<file path="src/rtl/pcie_ptm_tx_sniffer.sv">
// PIPE TX tap: forwards symbols untouched and reports outgoing PTM Requests
// with the local time captured when their STP left the core.
module pcie_ptm_tx_sniffer #(
  parameter int TS_WIDTH = 64
) (
  input  logic                clk_in,
  input  logic                rst_in,
  input  logic [15:0]         tx_data_in,
  input  logic [1:0]          tx_ctl_in,
  output logic [15:0]         tx_data_out,
  output logic [1:0]          tx_ctl_out,
  input  logic [TS_WIDTH-1:0] timestamp_in,
  output logic                ptm_req_valid_out,
  output logic [TS_WIDTH-1:0] ptm_req_ts_out,
  output logic [15:0]         ptm_req_id_out,
  output logic                ptm_req_lane_out,
  input  logic                ptm_req_ack_in,
  output logic [15:0]         ptm_req_count_out,
  output logic [15:0]         ptm_abort_count_out,
  output logic                ptm_overflow_out,
  input  logic                ptm_overflow_clr_in
);

  localparam logic [1:0] S_IDLE = 2'd0;
  localparam logic [1:0] S_HDR  = 2'd1;
  localparam logic [1:0] S_TAIL = 2'd2;

  localparam logic [7:0] K_STP = 8'hFB;
  localparam logic [7:0] K_END = 8'hFD;

  logic [1:0]          r_state;
  logic [4:0]          r_idx;
  logic [TS_WIDTH-1:0] r_cand_ts;
  logic                r_cand_lane;
  logic [15:0]         r_cand_id;

  logic [1:0]  w_state;
  logic [4:0]  w_idx;
  logic [15:0] w_id;
  logic        w_stp;
  logic        w_stp_lane;
  logic        w_good;
  logic        w_abort;
  logic [7:0]  w_b;
  logic        w_k;
  logic        w_hold;

  assign tx_data_out = tx_data_in;
  assign tx_ctl_out  = tx_ctl_in;

  // Lane 0 then lane 1; an END can only land at idx 22, so a good
  // request always sees the candidate as registered.
  always_comb begin
    w_state    = r_state;
    w_idx      = r_idx;
    w_id       = r_cand_id;
    w_stp      = 1'b0;
    w_stp_lane = r_cand_lane;
    w_good     = 1'b0;
    w_abort    = 1'b0;
    w_b        = 8'h00;
    w_k        = 1'b0;
    for (int l = 0; l < 2; l++) begin
      w_b = tx_data_in[8*l +: 8];
      w_k = tx_ctl_in[l];
      case (w_state)
        S_IDLE: begin
          if (w_k && w_b == K_STP) begin
            w_state    = S_HDR;
            w_idx      = 5'd0;
            w_stp      = 1'b1;
            w_stp_lane = (l == 1);
          end
        end
        S_HDR: begin
          if (w_k) begin
            if (w_b == K_STP) begin
              w_idx      = 5'd0;
              w_stp      = 1'b1;
              w_stp_lane = (l == 1);
            end else begin
              w_state = S_IDLE;
            end
          end else begin
            if (w_idx == 5'd2 && w_b != 8'h34)
              w_state = S_IDLE;
            if (w_idx == 5'd6)
              w_id[15:8] = w_b;
            if (w_idx == 5'd7)
              w_id[7:0] = w_b;
            if (w_idx == 5'd9)
              w_state = (w_b == 8'h52) ? S_TAIL : S_IDLE;
            w_idx = w_idx + 5'd1;
          end
        end
        S_TAIL: begin
          w_hold = (w_idx != 5'd22) && !w_k;
          if (w_hold) begin
            w_idx = w_idx + 5'd1;
          end else if (w_idx == 5'd22 && w_k && w_b == K_END) begin
            w_good  = 1'b1;
            w_state = S_IDLE;
          end else begin
            w_abort = 1'b1;
            if (w_k && w_b == K_STP) begin
              w_state    = S_HDR;
              w_idx      = 5'd0;
              w_stp      = 1'b1;
              w_stp_lane = (l == 1);
            end else begin
              w_state = S_IDLE;
            end
          end
        end
        default: w_state = S_IDLE;
      endcase
    end
  end

  always_ff @(posedge clk_in) begin
    if (rst_in) begin
      r_state             <= S_IDLE;
      r_idx               <= 5'd0;
      r_cand_ts           <= '0;
      r_cand_lane         <= 1'b0;
      r_cand_id           <= 16'h0;
      ptm_req_valid_out   <= 1'b0;
      ptm_req_ts_out      <= '0;
      ptm_req_id_out      <= 16'h0;
      ptm_req_lane_out    <= 1'b0;
      ptm_req_count_out   <= 16'h0;
      ptm_abort_count_out <= 16'h0;
      ptm_overflow_out    <= 1'b0;
    end else begin
      r_state   <= w_state;
      r_idx     <= w_idx;
      r_cand_id <= w_id;
      if (w_stp) begin
        r_cand_ts   <= timestamp_in;
        r_cand_lane <= w_stp_lane;
      end
      if (w_abort)
        ptm_abort_count_out <= ptm_abort_count_out + 16'd1;
      if (w_good) begin
        ptm_req_count_out <= ptm_req_count_out + 16'd1;
        if (!ptm_req_valid_out || ptm_req_ack_in) begin
          ptm_req_valid_out <= 1'b1;
          ptm_req_ts_out    <= r_cand_ts;
          ptm_req_id_out    <= r_cand_id;
          ptm_req_lane_out  <= r_cand_lane;
        end
      end else if (ptm_req_ack_in) begin
        ptm_req_valid_out <= 1'b0;
      end
      // Oldest request is kept; a lost one marks overflow.
      if (w_good && ptm_req_valid_out && !ptm_req_ack_in)
        ptm_overflow_out <= 1'b1;
      else if (ptm_overflow_clr_in)
        ptm_overflow_out <= 1'b0;
    end
  end

endmodule
</file>
<file path="config.mk">
export PLATFORM = sky130hd
export DESIGN_NAME = pcie_ptm_tx_sniffer
export DESIGN_NICKNAME = d
export VERILOG_FILES = /design/src/rtl/pcie_ptm_tx_sniffer.sv
export SDC_FILE = /design/constraint.sdc
export NUM_CORES = 1
export LEC_CHECK = 0
export ABC_CLOCK_PERIOD_IN_PS = 4270
export CORE_ASPECT_RATIO = 1.1
export CORE_MARGIN = 3
export CORE_UTILIZATION = 55
export CTS_CLUSTER_DIAMETER = 150
export DETAILED_ROUTE_END_ITERATION = 10
export DONT_BUFFER_PORTS = 1
export GPL_ROUTABILITY_DRIVEN = 1
export MAX_ROUTING_LAYER = met4
export PLACE_DENSITY = 0.7
export SKIP_LAST_GASP = 1
export SYNTH_ARGS = -nofsm -noshare
export SYNTH_HDL_FRONTEND = slang
export SYNTH_SLANG_ARGS = --single-unit
export TNS_END_PERCENT = 10
</file>
<file path="constraint.sdc">
create_clock -name clk_in -period 4.27 [get_ports clk_in]
set_clock_uncertainty 0.05 [all_clocks]
set_input_delay 0.6405 -clock clk_in [delete_from_list [all_inputs] [get_ports clk_in]]
set_output_delay 0.6405 -clock clk_in [all_outputs]
set_load 0.02 [all_outputs]
</file>
==> flow_summary.yaml, run 1 <==
route:
  drc: 0
  wire_per_inst_um: 17.1
  num_vias: 6980
  drt_first_pass_iters: 5
  viasPerCell: 5.79
  wl_um: 20700
  drtIter0Drc: 487
  ant_nets: 0
critical_path:
  critPathSlowestCell: "or4_1"
  required_ps: 4650
  crit_chain: "inv_1 > ha_1 > and4b_4 > o221ai_2 > nand2_1 > a21oi_1 > ha_1 > nand2_1 > a21oi_1 > o2111ai_1 > and3_1 > or4_1 > a21oi_1"
  setup.worst_path.start_class: "register"
  path_max_fanout: 27
  cp_common_cell: "a21oi_1"
  crit_path_end_kind: "register"
  path_class: "register to register"
  slowest_delay_ps: 590
  arrival_ps: 4190
sta:
  maxClockFrequency_mhz: 262
  drv_slew: 0
  hold_violations: 0
  relSlewSlack_pct: 49.2
  period_needed_ps: 3820
  period_share_pct: 89.4
  holdWs_ps: 159
  finalSetupTns_ps: 0
  rsz0062_at_grt: "no"
  finalWorstSetupSlack_ps: 451
  tightestPinTransition_ps: 762
  setup_viol: 0
die:
  core-area_um2: 14700
  ios: 219
  fp.dieW_um: 124
  die_h_um: 136
  die_area_um2: 16900
  row_count: 46
  start_util_pct: 57.4
logic_synthesis:
  syn_nets: 1154
  ys_ff_latch: 203
  synth_edf_count: 0
  syn_inst: 1060
  synth_area_um2: 8460
  async_flop_share_pct: 0
  yosysWarnings: 0
  synth.yosys.seq_area_share_pct: 48.0
  avgSynthCellArea_um2: 7.98
  synth_ff_type: "dfxtp_1"
  synth.distinct_cells: 55
finish:
  drive_gt1_share_pct: 6.61
  finalInstanceArea_um2: 9020
  nets: 1097
  num_antenna_cells: 0
  fillers: 1358
  areaGrowthSynthToFinish_pct: 6.69
global_routing:
  overflow: 0
  grt_max_degree: 206
  grt_pass1_vias: 6552
  antenna_found_initial: 0
  grt.total_usage_pct: 23.8
  grt_pass1_wl_um: 32900
clock_network:
  htree_levels: 1
  cts_resized: 0
  clock-sinks: 203
  clock_path_buffers: 3
  cts_hold_buf: 0
  cts_root_buffer: "clkbuf_16"
  cts_tree: "built"
  numCtsBuffers: 21
  clkLatencyLatePin_ps: 500
  cts_setup_buffers: 0
  clkSlewWorstSetupHoldPaths_ps: 60
placed_design:
  place_worst_setup_slack_ps: 399
  dpl_cell_area_um2: 8370
  gp_congestion: 0.902
  io_buffers: 0
  dpl.hpwl_um: 13300
min_path:
  hold_class: "primary input to register"
power:
  vdd_drop_max_mv: 0.256
  power.total_mw: 3.65
  power.density_nw_per_um2: 405
  p_leak_nw: 2.94
job:
  drv_cap: 0
status:
  status: "finished, final reports clean"
==> routing by layer <==
layer  track usage [%]  wire [um]  vias to the layer above
met1              29.4       8600                     3205
met3              7.90       1970                       49
met4              7.31        519                        0
li1                  -          -                     3466
met5                 -          0                        -
met2              37.3       9570                      260
==> power breakdown <==
group          switching [mW]  internal (mW)
clock network           0.713           1.03
logic                 0.00751        0.00776
registers            0.000787           1.90
==> registers in the layout, summed over array words and instances (netlist names) <==
signal and count:
ptm_req_valid_out 1, ptm_req_ts_out 64, r_state 2, ptm_req_lane_out 1
r_cand_lane 1, r_idx 5, r_cand_id 16, ptm_req_count_out 16
ptm_overflow_out 1, ptm_abort_count_out 16, r_cand_ts 64, ptm_req_id_out 16
==> through the flow <==
step | instances | util, %
after detailed placement | 1172 | 56.8
after floorplan | 1060 | -
after CTS | 1206 | 61.2
after global routing | 1206 | 61.3
final | 1206 | 61.3
after global placement | 1172 | 56.8
==> cell usage in the layout, fill, tap and decap left out, drive strengths merged, types with 15 or more instances in the layout <==
| master | instances |
|---|---|
| mux2 | 16 |
| nand2 | 311 |
| nand3 | 18 |
| a21oi | 181 |
| o21ai | 22 |
| nor2 | 41 |
| dfxtp | 203 |
| or3 | 15 |
| nor3 | 20 |
| clkbuf | 30 |
==> critical path: cells and delay by family (launching register included) <==
| family | cells | cell delay (ps) |
|---|---|---|
| AO/OA/AOI/OAI | 5 | 1210 |
| adder cells (fa/ha/maj) | 2 | 500 |
| AND/OR/NAND/NOR | 5 | 1460 |
| flip-flops | 1 | 440 |
| buffers and inverters | 1 | 70 |
==> kinds of logic after synthesis <==
family,after synthesis,synth area share [%]
and+or+nand+nor,475,25.3
AOI/OAI and AO/OA,240,15.6
xor gates and xnor gates,7,0.725
muxes,29,3.67
DFF,203,48.0
buffers and inverters,98,5.47
adders and majority gates,8,1.18
==> final timing paths <==
kind,from,end,slack (ps),cells past startpoint
setup reg to reg,r_idx[0]$_SDFF_PP0_,ptm_abort_count_out[13]$_SDFFE_PP0P_,450,13
setup / recovery,r_idx[0]$_SDFF_PP0_,ptm_abort_count_out[13]$_SDFFE_PP0P_,450,13
hold reg to reg,r_cand_ts[15]$_SDFFE_PP0P_,ptm_req_ts_out[15]$_SDFFE_PP0P_,390,2
hold / removal,rst_in,ptm_req_ts_out[4]$_SDFFE_PP0P_,160,1
==> synth_stat cells (4+ instances only) <==
master	n	area, um^2
a21oi_1	181	906
nand4_1	8	50.1
or4_1	12	90.1
buf_4	20	150
xnor2_1	4	35.0
nor4b_1	4	35.0
buf_2	16	80.1
nor2b_1	4	25.0
nand2b_1	5	31.3
nor3_1	20	100
or3_1	15	93.8
nor2_1	41	154
mux2i_1	13	130
nor4bb_1	4	40.0
clkbuf_1	50	188
nand2_1	311	1170
dfxtp_1	203	4060
inv_1	12	45.0
ha_1	8	100
o21ai_0	20	100
o31ai_1	13	97.6
nand3_1	18	90.1
and3_1	8	50.1
mux2_2	16	180
==> cell type report <==
cell class                      count  area [um^2]  share of cell area, %
Clock buffer                       30          599                   6.64
Timing Repair Buffer                6         70.1                  0.776
Multi-Input combinational cell    759         3960                   43.9
Inverter                           12         45.0                  0.499
Tap cell                          192          240                   2.66
Clock inverter                      4         48.8                  0.541
Sequential cell                   203         4060                   45.0
Note: power is estimated with default switching activity, not from simulation.
==> run 2, diff against run 1 <==
- ABC_CLOCK_PERIOD_IN_PS: 4270 -> not set
- CAP_MARGIN: not set -> 20
- CORE_MARGIN: 3 -> not set
==> flow_summary.yaml, run 2 (synthesis gave the netlist of run 1 again) <==
sta:
  finalSetupTns_ps: 0
  hold_violations: 0
  maxClockFrequency_mhz: 259
  relSlewSlack_pct: 45.1
  period_share_pct: 90.3
  drv_slew: 0
  rsz0062_at_grt: "no"
  period_needed_ps: 3860
  setup_viol: 0
  tightestPinTransition_ps: 823
die:
  ios: 219
  row_count: 47
  core-area_um2: 15100
  die_area_um2: 15900
  fp.dieW_um: 120
  start_util_pct: 56.2
  die_h_um: 132
finish:
  layout_commonest_cell: "nand2_1"
  top_regs: "ptm_req_ts_out (64), r_cand_ts (64)"
  nets: 1100
  mostFrequentLayoutCells: "310 x nand2_1, 203 x dfxtp_1, 181 x a21oi_1"
  drive_gt1_share_pct: 7.25
  areaGrowthSynthToFinish_pct: 7.79
  num_antenna_cells: 0
critical_path:
  path_max_fanout: 27
  critPathSlowestCell: "or4_1"
  r2r-start: "r_idx[0]$_SDFF_PP0_"
  path_class: "register to register"
  cp-startpoint: "r_idx[0]$_SDFF_PP0_"
  arrival_ps: 4230
  worstRegToRegCells: 12
  setup.worst_path.start_class: "register"
  cp_common_cell: "ha_1"
  crit_chain: "inv_1 > ha_1 > and4b_4 > o221ai_2 > nand2_1 > a21o_1 > ha_1 > and3_4 > or4b_1 > and3_1 > or4_1 > a21oi_1"
  r2r_slack_ps: 410
  slowest_delay_ps: 600
  required_ps: 4650
  crit_path_end_kind: "register"
global_routing:
  grt_pass1_wl_um: 32500
  grt_pass1_vias: 6510
  antenna_found_initial: 0
  grt.total_usage_pct: 25.7
  overflow: 0
  grt_max_degree: 206
power:
  p_leak_nw: 3.00
  power.density_nw_per_um2: 415
  sw_frac_of_total_pct: 19.3
  internal_power_mw: 3.05
  p_seq_share_pct: 50.2
  clockPowerShare_pct: 49.4
  vdd_drop_max_mv: 0.288
  p_sw_mw: 0.731
  combPwrFrac_pct: 0.4
  power.total_mw: 3.78
min_path:
  hp-start: "rst_in"
  holdPathStages: 1
  hold_class: "primary input to register"
route:
  drtIter0Drc: 468
  wl_um: 20200
  drt_first_pass_iters: 4
  top_layer_used: "met4"
  drc: 0
  wire_per_inst_um: 16.6
  ant_nets: 0
  wl_met3_um: 1780
  wl_met2_um: 9340
  num_vias: 6967
  viasPerCell: 5.72
  met1_length_um: 8600
clock_network:
  cts_tree: "built"
  htree_levels: 1
  cts_hold_buf: 0
  clock-sinks: 203
  clkSlewWorstSetupHoldPaths_ps: 60
  clkLatencyLatePin_ps: 490
  numCtsBuffers: 22
  cts_setup_buffers: 0
  cts_resized: 0
  cts_root_buffer: "clkbuf_16"
  clock_path_buffers: 3
placed_design:
  io_buffers: 0
  gp_congestion: 0.909
  dpl.hpwl_um: 13100
job:
  drv_cap: 0
status:
  status: "finished, final reports clean"
-- run 2: cell types whose count changed in the layout (fill, tap and decap cells not counted) --
| cell | previous run | this run |
|---|---|---|
| clkbuf_1 | 5 | 4 |
| o2111ai_1 | 1 | 2 |
| clkinv_2 | 2 | 5 |
| clkbuf_16 | 21 | 23 |
| o2111ai_2 | 1 | 0 |
| clkbuf_8 | 4 | 6 |
| buf_4 | 4 | 6 |
| inv_6 | 1 | 0 |
-- run 2: final timing paths --
check                                         end
max          ptm_abort_count_out[15]$_SDFFE_PP0P_
min               ptm_req_ts_out[28]$_SDFFE_PP0P_
min reg2reg       ptm_req_ts_out[27]$_SDFFE_PP0P_
max reg2reg  ptm_abort_count_out[15]$_SDFFE_PP0P_
-- run 2: layout make-up --
type	instances	area [um^2]
Fill cell	1391	5940
Sequential cell	203	4060
Multi-Input combinational cell	759	3950
Clock buffer	33	673
Tap cell	196	245
Timing Repair Buffer	8	85.1
Clock inverter	6	55.1
Inverter	12	45.0
-- run 2: routing by layer --
layer | vias to the layer above | GRT usage, %
met5 | - | -
met3 | 39 | 7.31
li1 | 3495 | -
met2 | 212 | 40.5
met1 | 3221 | 31.7
met4 | 0 | 8.23
-- run 2: power by group through the flow --
| stage | sequential (mW) | clock, mW | combinational, mW |
|---|---|---|---|
| floorplan | 1.94 | 0 | 0.0644 |
| global placement | 1.94 | 0 | 0.0152 |
| detailed placement | 1.94 | 0 | 0.0152 |
| CTS | 1.90 | 1.90 | 0.0152 |
| global route | 1.90 | 1.98 | 0.0167 |
| finish | 1.90 | 1.87 | 0.0152 |
-- run 2: metrics by stage --
stage	utilization [%]	cell area (um^2)	worst slack [ps]	hold slack, ps	std cells
2_1_floorplan	-	8460	904	378	1060
6_report	60.6	9120	414	177	1217
3_5_place_dp	55.7	8390	436	387	1178
5_1_grt	60.6	9120	83.1	162	1217
3_3_place_gp	55.7	8390	550	382	1178
4_1_cts	60.6	9120	407	161	1217
-- run 2: critical path, delay by kind of cell, from the launching register on --
| kind | cells | cell delay, ps |
|---|---|---|
| buffers and inverters | 1 | 70 |
| adder cells (fa/ha/maj) | 2 | 460 |
| AO/OA/AOI/OAI | 3 | 600 |
| AND/OR/NAND/NOR | 6 | 2140 |
| flip-flops | 1 | 450 |
